$ cat src/rtl/i2c_bit_sequencer.sv
// i2c_bit_sequencer: command-driven I2C bit timing. Each START/STOP/WRITE/READ
// runs four quarter-bit phases of (clk_div+1) cycles, driving open-drain SCL/SDA
// release enables and honouring slave clock stretching on SCL-high phases.
module i2c_bit_sequencer #(
  parameter int unsigned DIV_W = 16
) (
  input  logic             clk_i,
  input  logic             rst,
  input  logic [DIV_W-1:0] clk_div,
  input  logic             cmd_valid,
  output logic             cmd_ready,
  input  logic [1:0]       cmd,
  input  logic             cmd_bit,
  output logic             rsp_valid,
  output logic             rsp_bit,
  output logic             busy,
  output logic             scl_o,
  output logic             sda_o,
  input  logic             scl_i,
  input  logic             sda_i
);

  localparam logic [2:0] S_IDLE = 3'd0;
  localparam logic [2:0] S_Q0   = 3'd1;
  localparam logic [2:0] S_Q1   = 3'd2;
  localparam logic [2:0] S_Q2   = 3'd3;
  localparam logic [2:0] S_Q3   = 3'd4;

  localparam logic [1:0] CMD_START = 2'b00;
  localparam logic [1:0] CMD_STOP  = 2'b01;

  logic [2:0]       state_q, state_d;
  logic [DIV_W-1:0] cnt_q, cnt_d;
  logic [DIV_W-1:0] div_q, div_d;
  logic [1:0]       cmd_q, cmd_d;
  logic             bit_q, bit_d;
  logic             scl_q, scl_d;
  logic             sda_q, sda_d;
  logic             ready_q, ready_d;
  logic             busy_q, busy_d;
  logic             rsp_valid_q, rsp_valid_d;
  logic             rsp_bit_q, rsp_bit_d;

  logic             accept;
  logic             stretch;
  logic             phase_done;
  logic [1:0]       lines;

  // {scl, sda} release pattern for a given command and phase
  function automatic logic [1:0] phase_lines(input logic [1:0] c, input logic b,
                                             input logic [2:0] ph);
    logic       d;
    logic [1:0] r;
    d = c[0] ? 1'b1 : b;
    r = 2'b11;
    case (c)
      CMD_START: begin
        case (ph)
          S_Q2:    r = 2'b10;
          S_Q3:    r = 2'b00;
          default: r = 2'b11;
        endcase
      end
      CMD_STOP: begin
        case (ph)
          S_Q0:    r = 2'b00;
          S_Q3:    r = 2'b11;
          default: r = 2'b10;
        endcase
      end
      default: begin
        case (ph)
          S_Q1, S_Q2: r = {1'b1, d};
          default:    r = {1'b0, d};
        endcase
      end
    endcase
    return r;
  endfunction

  assign accept     = cmd_valid & ready_q;
  assign stretch    = scl_q & ~scl_i;
  assign phase_done = (cnt_q == div_q) & ~stretch;

  // next-state, phase counter and line pattern selection
  always_comb begin
    state_d     = state_q;
    cnt_d       = cnt_q;
    div_d       = div_q;
    cmd_d       = cmd_q;
    bit_d       = bit_q;
    scl_d       = scl_q;
    sda_d       = sda_q;
    ready_d     = ready_q;
    busy_d      = busy_q;
    rsp_valid_d = 1'b0;
    rsp_bit_d   = rsp_bit_q;
    lines       = 2'b11;

    if (state_q == S_IDLE) begin
      if (accept) begin
        state_d = S_Q0;
        cnt_d   = '0;
        div_d   = clk_div;
        cmd_d   = cmd;
        bit_d   = cmd_bit;
        ready_d = 1'b0;
        busy_d  = 1'b1;
        lines   = phase_lines(cmd, cmd_bit, S_Q0);
        scl_d   = lines[1];
        sda_d   = lines[0];
      end
    end else if (stretch) begin
      // slave holds SCL low: phase time restarts once SCL is seen high
      cnt_d = '0;
    end else if (phase_done) begin
      cnt_d = '0;
      if (state_q == S_Q1) begin
        rsp_bit_d = cmd_q[1] ? sda_i : 1'b1;
      end
      if (state_q == S_Q3) begin
        state_d     = S_IDLE;
        rsp_valid_d = 1'b1;
        ready_d     = 1'b1;
        busy_d      = 1'b0;
      end else begin
        state_d = 3'(state_q + 3'd1);
        lines   = phase_lines(cmd_q, bit_q, 3'(state_q + 3'd1));
        scl_d   = lines[1];
        sda_d   = lines[0];
      end
    end else begin
      cnt_d = DIV_W'(cnt_q + 1'b1);
    end
  end

  // state and registered outputs; reset releases both lines
  always_ff @(posedge clk_i) begin
    if (rst) begin
      state_q     <= S_IDLE;
      cnt_q       <= '0;
      div_q       <= '0;
      cmd_q       <= '0;
      bit_q       <= 1'b0;
      scl_q       <= 1'b1;
      sda_q       <= 1'b1;
      ready_q     <= 1'b1;
      busy_q      <= 1'b0;
      rsp_valid_q <= 1'b0;
      rsp_bit_q   <= 1'b0;
    end else begin
      state_q     <= state_d;
      cnt_q       <= cnt_d;
      div_q       <= div_d;
      cmd_q       <= cmd_d;
      bit_q       <= bit_d;
      scl_q       <= scl_d;
      sda_q       <= sda_d;
      ready_q     <= ready_d;
      busy_q      <= busy_d;
      rsp_valid_q <= rsp_valid_d;
      rsp_bit_q   <= rsp_bit_d;
    end
  end

  assign cmd_ready = ready_q;
  assign busy      = busy_q;
  assign rsp_valid = rsp_valid_q;
  assign rsp_bit   = rsp_bit_q;
  assign scl_o     = scl_q;
  assign sda_o     = sda_q;

endmodule

$ cat config.mk
export PLATFORM = sky130hd
export DESIGN_NAME = i2c_bit_sequencer
export DESIGN_NICKNAME = d
export VERILOG_FILES = /design/src/rtl/i2c_bit_sequencer.sv
export SDC_FILE = /design/constraint.sdc
export NUM_CORES = 1
export LEC_CHECK = 0
export BUFFER_PORTS_ARGS = -buffer_cell sky130_fd_sc_hd__clkbuf_2
export CAP_MARGIN = 30
export CORE_MARGIN = 4
export CORE_UTILIZATION = 57
export DETAILED_ROUTE_END_ITERATION = 10
export PLACE_DENSITY = 0.79
export SLEW_MARGIN = 20
export SYNTH_ARGS = -nofsm -noshare
export SYNTH_HDL_FRONTEND = slang
export SYNTH_SLANG_ARGS = --single-unit
$ cat constraint.sdc
create_clock -name clk_i -period 2.1 [get_ports clk_i]
set_input_delay 0 -clock clk_i [delete_from_list [all_inputs] [get_ports clk_i]]
set_output_delay 0 -clock clk_i [all_outputs]
set_load 0.05 [all_outputs]
======== After elaboration in Yosys (flattened, before gate mapping) ========
Index checks and enable logic that the tools add are counted.
operators by class
  add/sub/neg operators ................... 2
  equality and inequality tests ........... 12
  multiplexer cells ....................... 38
  bitwise operators ....................... 7
  reduce and logical (&&, ||, !) cells .... 12
operators by type and width
  kind                                                 count
  2-to-1 mux 16 bit                                    4
  2-to-1 mux 1 bit                                     24
  adder 16 x 1 -> 16 bit, second input constant        1
  equality test 16 bit                                 1
  case mux 2 bit (2 select lines)                      4
  2-to-1 mux 3 bit                                     5
  AND reduction 4 bit                                  3
  equality test 3 x 2 -> 1 bit, second input constant  3
  equality test 3 bit, second input constant           2
  equality test 2 x 1 -> 1 bit, second input constant  2
  logical NOT 2 bit                                    2
  != test 2 bit, second input constant                 2
  NOT 1 bit                                            4
  nonzero test 2 bit                                   2
  OR reduction 4 bit                                   1
  adder 3 x 1 -> 3 bit, second input constant          1
  bitwise AND 1 bit                                    3
  equality test 3 x 1 -> 1 bit, second input constant  1
  logical NOT 3 bit                                    1
  AND reduction 3 bit                                  1
  2-to-1 mux 2 bit                                     1
  != test 2 x 1 -> 1 bit, second input constant        1
  AND reduction 2 bit                                  1
  OR reduction 2 bit                                   1
storage, ports and cells
  flip-flop bits (word level) ............. 44
  input port bits ......................... 24
  output and inout bits ................... 6

======== Logic depth before layout (Yosys ltp) ========
Gate-level depths: netlist of the first run.
  word-level depth ........................ 9
  depth in mapped cells ................... 9
  mapped depth without buffers ............ 7

======== Least setup slack after synthesis of the first run ========
OpenSTA, ideal clock, no wires.
  kind .................................... register to register
  start ................................... reg state_q[0]
  end ..................................... reg cnt_q[15]
  arrival time ............................ 1.741 ns
  required time ........................... 1.967 ns
  setup slack ............................. 0.226 ns
  cell stages (with the launch flop) ...... 10
  path buffers ............................ 3
  path through ............................ dfxtp_1 inv_1 ha_1 buf_2 nor2b_1 clkbuf_1 nor2_1 a21oi_1 buf_2 nor3_1
on the way
  longest elaborated chain between the ends .. 2
ends and longest elaborated chain
  element                                                              RTL line  source
  start, declared                                                      32        logic [2:0] state_q, state_d;
  start signal, assigned                                               152       state_q <= state_d;
  logical NOT 3 bit (*)                                                100       if (state_q == S_IDLE) begin
  != test 2 bit (no line) / 2-to-1 mux 16 bit (equally long branches)  -
  end signal, assigned                                                 153       cnt_q <= cnt_d;
  end, declared                                                        33        logic [DIV_W-1:0] cnt_q, cnt_d;
Mark *: on every way between the ends. The rest lies on a longest branch, timed or not.
A chain may end at the register's enable or synchronous reset.

======== Final worst setup path of the first run ========
  start ................................... reg cnt_q[12]
  end ..................................... reg cnt_q[10]
on the way
  longest elaborated chain between the ends .. 5
ends and longest elaborated chain
  element               RTL line  source
  equality test 16 bit  83        assign phase_done = (cnt_q == div_q) & ~stretch;
  bitwise AND 1 bit     83
  2-to-1 mux 16 bit     116       end else if (phase_done) begin
  2-to-1 mux 16 bit     113       end else if (stretch) begin
  2-to-1 mux 16 bit     100
No other way between the ends.

==> impl_metrics.toml, run 1 <==
[floorplan]
die_h_um = 70.2
die_w_um = 70.2
dieArea_um2 = 4930
initial_core_util = 0.598
row_count = 22
io-pin-count = 30
coreArea_um2 = 3690

[power_and_ir_drop]
p_total_mw = 2.76
clock_power_share = 0.197
p_comb_frac = 0.419
p_leak_nw = 1.17
switching_power_mw = 1.09
p_int_mw = 1.67
ir_drop_mv = 0.643
swShare = 0.396
seqPwrFrac = 0.384
power_density_nw_per_um2 = 1020

[clocking]
path_clk_slew_ps = 80
numCtsBuffers = 5
cts_tree = "built"
max-clock-path-buffers = 2
clockRootBuffer = "clkbuf_8"
numClockSinks = 44
cts_max_level = 2
clock_latency_ps = 300

[flow_run]
max-cap-violations = 0

[place]
dpl.hpwl_um = 3470
place.gp.congestion = 0.826
numPlacedInstances = 336
dpl_cell_area_um2 = 2400
port-buffer-count = 29

[worst_setup_path]
cpMaxStageDelayCell = "dfxtp_1"
cpMostUsedCell = "buf_4"
reg2regPathDepth = 7
crit_type = "reg2reg"
cp.required_ps = 2250
start_kind = "register"
worst-path-stages = 7
critPathBufInv = 2
regToRegStartpoint = "cnt_q[12]"
reg2reg_slack_ps = 200
cpPeakStageDelay_ps = 360
critPathLaunch = "cnt_q[12]"
crit_family = "simple AND/OR/NAND/NOR gates"
critPathMaxFanout = 8
worstPathArrival_ps = 2050
endpoint = "cnt_q[10]"
reg2reg_to = "cnt_q[10]"
crit_path_end_kind = "register"
crit_chain = "xor2_1, nor4_2, nand4_1, buf_4, a21oi_1, buf_4, nor3_1"

[global_routing]
grtUsageMet1 = 0.292
grt_busiest_layer = "met2"
antenna_found_initial = 0
grt_pass1_wl_um = 9040
grt_use_total = 0.232
grt_max_degree = 30
gr-usage-met3 = 0.0532
grt_pass1_vias = 1869
grt_remaining_overflow = 0
use_met2 = 0.379

[yosys]
avgSynthCellArea_um2 = 8.32
ys_ff_latch = 44
syn_nets = 296
synth_cells = 265
yosysSeqAreaShare = 0.399
netlist_area_um2 = 2210
synthDistinctLibCells = 39
yosysWarnings = 0

[route]
first_pass_iters = 4
wirelength_um = 5310
ant_nets = 0
via_per_inst = 5.57
avgRoutedWirePerCell_um = 14.6
drt_iter0_drc = 96
vias = 2021
drc = 0

[timing]
rsz0062_at_grt = "false"
fin_worst_skew_ps = 7.12
hold_viol = 0
setup_viol = 0
tightestPinTransition_ps = 640
max_freq_ghz = 0.526
maxSlewViolCount = 0
slew_headroom = 0.573
period_needed_ps = 1900
whs_ps = 3.74
fin_tns_setup_ps = 0
min_period_over_period = 0.905

[layout]
finalNetCount = 345
syn_to_final_growth_pct = 22.5
final_common_cell = "nand2_1"
final_layout_size_suffix_gt1_frac = 0.178
final_cell_mix = "nand2_1 (53), dfxtp_1 (44), clkbuf_2 (29), xor2_1 (27), a21oi_1 (25)"
final_cells = 363
stdcell_area_um2 = 2700
num_antenna_cells = 0

[min_path]
hold_class = "in2reg"

[outcome]
status = "complete, no violations"
## power groups by stage
stage	logic [mW]	registers (mW)	clock network (mW)
after floorplan	0.698	1.14	0
after global placement	1.06	1.07	0
after detailed placement	1.07	1.08	0
after CTS	1.11	1.06	0.552
after global routing	1.27	1.08	0.595
final	1.16	1.06	0.544
## worst min-delay path: cells and delay by family
| kind | cells | cell delay [ps] |
|---|---|---|
| AO/OA/AOI/OAI | 1 | 60 |
| buffers and inverters | 1 | 70 |
| multiplexers | 1 | 130 |
## synthesized netlist by cell type, drive strengths merged
cell | count | area (µm²)
inv | 5 | 18.8
nand3b | 3 | 22.5
o31ai | 1 | 7.51
and4bb | 1 | 12.5
and3 | 3 | 18.8
nor4 | 5 | 43.8
a311oi | 1 | 8.76
nand2b | 1 | 6.26
nor3 | 15 | 75.1
nand2 | 53 | 199
and4 | 2 | 17.5
nand4 | 6 | 37.5
mux2 | 1 | 11.3
nor2b | 3 | 18.8
or4 | 1 | 7.51
o211ai | 1 | 7.51
o21ai | 6 | 30.0
nor2 | 14 | 52.6
and2 | 1 | 6.26
buf | 5 | 37.5
a31oi | 3 | 18.8
a21oi | 26 | 130
a31o | 1 | 8.76
a221oi | 2 | 23.8
mux2i | 4 | 40.0
o31a | 1 | 8.76
xor2 | 28 | 253
a32oi | 1 | 8.76
nand3 | 6 | 30.0
dfxtp | 44 | 881
o211a | 1 | 10.0
ha | 7 | 87.6
clkbuf | 10 | 37.5
xnor2 | 2 | 17.5
nand4bb | 1 | 11.3
## worst min path at each step
stage / to / startpoint / depth (start not counted) / slack (ps)
after global routing: rsp_bit / sda_i / 3 / 50
after detailed placement: div_q[9] / clk_div[9] / 3 / 230
after global placement: div_q[1] / clk_div[1] / 3 / 220
final: rsp_bit / sda_i / 3 / 4
after CTS: rsp_bit / sda_i / 3 / 3
after floorplan: bit_q / cmd_bit / 2 / 140
## layout make-up
| cell class | instances | area, µm² |
|---|---|---|
| Clock buffer | 8 | 90.1 |
| Fill cell | 264 | 986 |
| Inverter | 5 | 18.8 |
| Multi-Input combinational cell | 201 | 1250 |
| Sequential cell | 44 | 881 |
| Tap cell | 48 | 60.1 |
| Timing Repair Buffer | 57 | 403 |
## what timing repair did
action	in CTS	in global routing
gates resized for setup	0	5
setup endpoints to repair	0	12
hold buffers	19	0
endpoints found under the hold margin	19	0
setup buffers	0	0
## sequential cells by signal, summed over array words and instances (netlist names)
name and count:
cnt_q 16, cmd_ready 1, busy 1, rsp_bit 1
scl_o 1, rsp_valid 1, cmd_q 2, div_q 16
sda_o 1, state_q 3, bit_q 1
## per-stage QoR
step	util	setup WS [ps]
after global placement	0.652	237
after global routing	0.733	15.7
after detailed placement	0.652	172
after CTS	0.728	143
final	0.733	200
after floorplan	-	226
## per-layer routing
layer,wire length [µm],part of all wire
met5,0,0
met4,140,0.026
met3,298,0.056
met2,2550,0.48
met1,2320,0.44
## cells by family (layout without fill, tap and decap cells)
family                   count (synthesis)  after routing  share of synthesized area
AND/OR/NAND/NOR                        115            115                      0.254
AO/OA/AOI/OAI                           44             44                      0.119
flip-flops                              44             44                      0.399
XOR/XNOR                                30             30                      0.123
buffers and inverters                   20             70                     0.0425
adder cells (fa/ha/maj)                  7              7                     0.0397
multiplexers                             5              5                     0.0233
Power figures use the tool's default switching activity.
==> run 2: changes to the inputs <==
- ABC_AREA: unset -> 1
==> run 2 against run 1 <==
  * Sequential power barely moved
  * Via count is 12% higher
  * Global-route usage down 1.8 points
  * Hold slack improved by 31 ps
  * Maximum frequency grew 1.1%
  * Combinational power is essentially flat
  * Highest routed layer unchanged
  * Cell count increased by 23%
  * First-iteration DRC count increased by 35%
  * Critical path type unchanged
  * Power up 5.7%
==> impl_metrics.toml, run 2 <==
[timing]
slew_headroom = 0.633
min_period_over_period = 0.895
hold_viol = 0
whs_ps = 34.9
tightestPinTransition_ps = 550
setup_ws_ps = 220
max_freq_ghz = 0.532
setup_viol = 0
fin_tns_setup_ps = 0
rsz0062_at_grt = "false"
fin_worst_skew_ps = 8.05
maxSlewViolCount = 0
period_needed_ps = 1880

[clocking]
cts_tree = "built"
clock_latency_ps = 310
max-clock-path-buffers = 2
numClockSinks = 44
clockRootBuffer = "clkbuf_8"
numCtsBuffers = 5
path_clk_slew_ps = 80
cts_max_level = 2

[worst_setup_path]
reg2reg_to = "cnt_q[14]"
reg2reg_slack_ps = 220
worstPathArrival_ps = 2080
endpoint = "cnt_q[14]"
start_kind = "register"
reg2regPathDepth = 12
cpMaxStageDelayCell = "dfxtp_2"
cp.required_ps = 2300
critPathLaunch = "state_q[0]"
critPathMaxFanout = 8
cpPeakStageDelay_ps = 380
crit_family = "simple AND/OR/NAND/NOR gates"
worst-path-stages = 12
crit_type = "reg2reg"
crit_chain = "inv_1, ha_1, inv_2, nor2_2, inv_4, nor2_8, inv_2, nand3_2, nor2_2, nand2_1, nor3_1, nor3_1"
regToRegStartpoint = "state_q[0]"
crit_path_end_kind = "register"
critPathBufInv = 4

[route]
first_pass_iters = 4
ant_nets = 0
wirelength_um = 5250
drt_iter0_drc = 130
vias = 2269
avgRoutedWirePerCell_um = 11.7
via_per_inst = 5.06
drc = 0

[layout]
syn_to_final_growth_pct = 19.9
num_antenna_cells = 0
final_cell_mix = "nand2_1 (79), inv_1 (43), dfxtp_1 (42), nor2_1 (30), clkbuf_2 (29)"
final_layout_size_suffix_gt1_frac = 0.186
final_common_cell = "nand2_1"
n_fill_cell = 335
fin_util = 0.716
reg_top3 = "cnt_q x16, div_q x16, state_q x3"
finalNetCount = 428

[place]
place_ws_ps = 184
place.gp.congestion = 0.842
dpl.hpwl_um = 3810
port-buffer-count = 29

[floorplan]
io-pin-count = 30
coreArea_um2 = 4030
dieArea_um2 = 5320
initial_core_util = 0.597
row_count = 23
die_h_um = 73.0
die_w_um = 73.0

[min_path]
hold_class = "in2reg"
holdPathStages = 3
min_from = "cmd[1]"

[global_routing]
grt_busiest_layer = "met2"
antenna_found_initial = 0
use_met2 = 0.397
grt_pass1_wl_um = 8760
grt_pass1_vias = 2104
grt_max_degree = 21
grtUsageMet1 = 0.227
gr-usage-met3 = 0.0441
grt_use_total = 0.214
grt_remaining_overflow = 0

[yosys]
synth_cells = 346
netlist_top_cells_area = "dfxtp_1 (37%), nand2_1 (12%), inv_1 (6.7%)"
synthDistinctLibCells = 29
synth_ff_type = "dfxtp_1"
synth-async-reset-ratio = 0
synth.most_common_cell = "nand2_1"
synth.largest_area_cell = "dfxtp_1"
yosysWarnings = 0
netlist_area_um2 = 2410
ys_ff_latch = 44
syn_nets = 377
netlist_top_cells_count = "nand2_1 (79), dfxtp_1 (44), inv_1 (43)"
synth_edf_count = 0
yosysSeqAreaShare = 0.366
synth_top_cell_area_share = 0.366
avgSynthCellArea_um2 = 6.95

[flow_run]
max-cap-violations = 0

[power_and_ir_drop]
power_density_nw_per_um2 = 1010
p_leak_nw = 1.25
ir_drop_mv = 0.578

[outcome]
status = "complete, no violations"
run 2: worst min-delay path by stage:
stage	end	slack, ps
after floorplan	busy	70
after global placement	rsp_bit	230
after detailed placement	rsp_bit	230
after CTS	cmd_q[1]	20
after global routing	cmd_q[1]	60
final	cmd_q[1]	30
run 2: through the flow:
stage	power, mW	instance area, µm²	instances
after global placement	2.23	2570	420
final	2.92	2880	448
after floorplan	2.05	2410	346
after global routing	3.14	2880	448
after detailed placement	2.25	2570	420
after CTS	2.94	2880	448
run 2: worst min-delay path: cells and delay by family:
kind	cells	cell delay (ps)
buf+inv	1	100
compound gates	2	200
run 2: timing repair:
| action | 4_1_cts | 5_1_grt |
|---|---|---|
| setup buffers | 0 | 0 |
| gates resized for setup | 0 | 2 |
| hold buffers | 20 | 0 |
| hold endpoints to repair | 25 | 0 |
| setup endpoints to repair | 0 | 1 |
run 2: routing by layer:
| metal | up-vias | share of wire |
|---|---|---|
| li1 | 1206 | - |
| met1 | 1019 | 0.42 |
| met2 | 33 | 0.52 |
| met3 | 11 | 0.040 |
| met4 | 0 | 0.022 |
| met5 | - | 0 |
run 2: cell type report:
| type | instances | area (µm²) | share of cell area |
|---|---|---|---|
| Tap cell | 50 | 62.6 | 0.0217 |
| Inverter | 51 | 194 | 0.0672 |
| Clock buffer | 5 | 68.8 | 0.0239 |
| Clock inverter | 3 | 42.5 | 0.0148 |
| Sequential cell | 44 | 883 | 0.306 |
| Timing Repair Buffer | 52 | 368 | 0.128 |
| Multi-Input combinational cell | 243 | 1260 | 0.439 |
run 2: logic make-up after synthesis:
family | Yosys count | synth area share
simple gates | 170 | 0.336
buf+inv | 59 | 0.108
compound gates | 57 | 0.121
flops | 44 | 0.366
xor+xnor | 9 | 0.0328
fa+ha+maj | 7 | 0.0364
run 2: where the power goes:
part | total (mW) | switching [mW] | internal (mW)
logic | 1.16 | 0.792 | 0.372
registers | 1.09 | 0.101 | 0.992
clock network | 0.659 | 0.307 | 0.352
==> run 3: changes to the inputs <==
- CORE_UTILIZATION: 57 -> 40
- PLACE_DENSITY: 0.79 -> unset
- SLEW_MARGIN: 20 -> unset
==> run 3 against run 2 <==
  * Sequential cell count did not move
  * Via count fell by 1.8%
  * Clock power fell by 22%
  * Wire length rose by 1.7%
  * First-iteration DRC count fell by 22%
  * Hold slack got worse by 32 ps
  * Sequential power barely moved
  * Power fell by 3.8%
  * Largest power group unchanged
==> impl_metrics.toml, run 3 (synthesis gave the netlist of run 2 again) <==
[min_path]
hold_class = "in2reg"

[place]
dpl_cell_area_um2 = 2610
dpl.hpwl_um = 4080
port-buffer-count = 29
place.gp.congestion = 0.809

[global_routing]
grt_pass1_vias = 2144
antenna_found_initial = 0
grt_pass1_wl_um = 9230
grt_max_degree = 21
grt_remaining_overflow = 0
grt_use_total = 0.155

[power_and_ir_drop]
power_density_nw_per_um2 = 982
p_leak_nw = 1.23
ir_drop_mv = 0.491

[timing]
max_freq_ghz = 0.536
fin_tns_setup_ps = 0
rsz0062_at_grt = "false"
setup_viol = 0
fin_worst_skew_ps = 12.4
whs_ps = 2.48
maxSlewViolCount = 0
tightestPinTransition_ps = 313
min_period_over_period = 0.888
period_needed_ps = 1860
slew_headroom = 0.790
hold_viol = 0

[worst_setup_path]
crit_type = "reg2reg"
crit_path_end_kind = "register"
critPathBufInv = 4
worstPathArrival_ps = 2050
crit_family = "simple AND/OR/NAND/NOR gates"
cpPeakStageDelay_ps = 380
start_kind = "register"
critPathMaxFanout = 8
crit_chain = "inv_1, ha_1, inv_2, nor2_2, inv_4, nor2_8, inv_2, nand3_2, nor2_2, nand2_1, nor3_1, nor3_1"
cp.required_ps = 2290
cpMaxStageDelayCell = "dfxtp_2"

[clocking]
cts_max_level = 2
numCtsBuffers = 5
clock_latency_ps = 300
cts_tree = "built"
clockRootBuffer = "clkbuf_8"
path_clk_slew_ps = 90
numClockSinks = 44
max-clock-path-buffers = 2

[outcome]
status = "complete, no violations"

[route]
ant_nets = 0
drt_iter0_drc = 102
avgRoutedWirePerCell_um = 11.4
wirelength_um = 5350
vias = 2229
first_pass_iters = 4
via_per_inst = 4.77
drc = 0

[layout]
finalNetCount = 426
reg_top3 = "cnt_q x16, div_q x16, state_q x3"
num_antenna_cells = 0
final_layout_size_suffix_gt1_frac = 0.190
final_cell_mix = "nand2_1 (79), inv_1 (43), dfxtp_1 (42), nor2_1 (30), clkbuf_2 (29)"
syn_to_final_growth_pct = 18.7
final_common_cell = "nand2_1"
stdcell_area_um2 = 2860

[floorplan]
coreArea_um2 = 5680
dieArea_um2 = 7320
io-pin-count = 30
die_w_um = 85.6
row_count = 27
initial_core_util = 0.424
die_h_um = 85.6

[flow_run]
max-cap-violations = 0
run 3: through the flow:
| step | total power, mW | utilization | cells | setup WS, ps |
|---|---|---|---|---|
| 2_1_floorplan | 2.05 | - | 346 | 382 |
| 3_3_place_gp | 2.28 | 0.460 | 444 | 257 |
| 3_5_place_dp | 2.29 | 0.460 | 444 | 181 |
| 4_1_cts | 2.84 | 0.503 | 467 | 161 |
| 5_1_grt | 3.05 | 0.503 | 467 | 51.4 |
| 6_report | 2.81 | 0.503 | 467 | 235 |
run 3: timing repair:
action                                  4_1_cts  5_1_grt
hold endpoints to repair                     20        0
hold buffers                                 16        0
endpoints found under the setup margin        0        1
setup buffers                                 0        0
resized for setup                             0        2
run 3: path summary, 6_finish.rpt:
| check | start | end | slack, ps | cells after the start |
|---|---|---|---|---|
| worst min register to register | busy | busy | 460 | 2 |
| worst min-delay path | clk_div[10] | div_q[10] | 2 | 3 |
| worst max-delay path | state_q[0] | cnt_q[14] | 240 | 12 |
| worst max register to register | state_q[0] | cnt_q[14] | 240 | 12 |
run 3: layout make-up:
type                       instances  area (µm²)
clock inverter                     2        12.5
timing repair buffer              50         343
inverter                          51         194
tap                               72        90.1
multi-input combinational        243        1260
sequential                        44         883
fill                             592        2820
clock buffer                       5        68.8
run 3: power by group:
group	internal [mW]	leakage, nW	total, mW	switching [mW]
combinational	0.379	0.826	1.20	0.822
clock	0.226	0.0400	0.515	0.289
sequential	0.992	0.361	1.09	0.0977
total	1.60	1.23	2.81	1.21
run 3: worst register-to-register path, delay by kind of cell (launching register included):
| kind | cells | cell delay, ps |
|---|---|---|
| simple gates | 7 | 710 |
| buf+inv | 4 | 440 |
| flops | 1 | 380 |
| fa+ha+maj | 1 | 240 |
run 3: routing by layer:
metal,wire [µm],GRT usage
met1,2470,0.185
met2,2640,0.278
met3,213,0.0413
met4,26,0.0302
met5,0,0
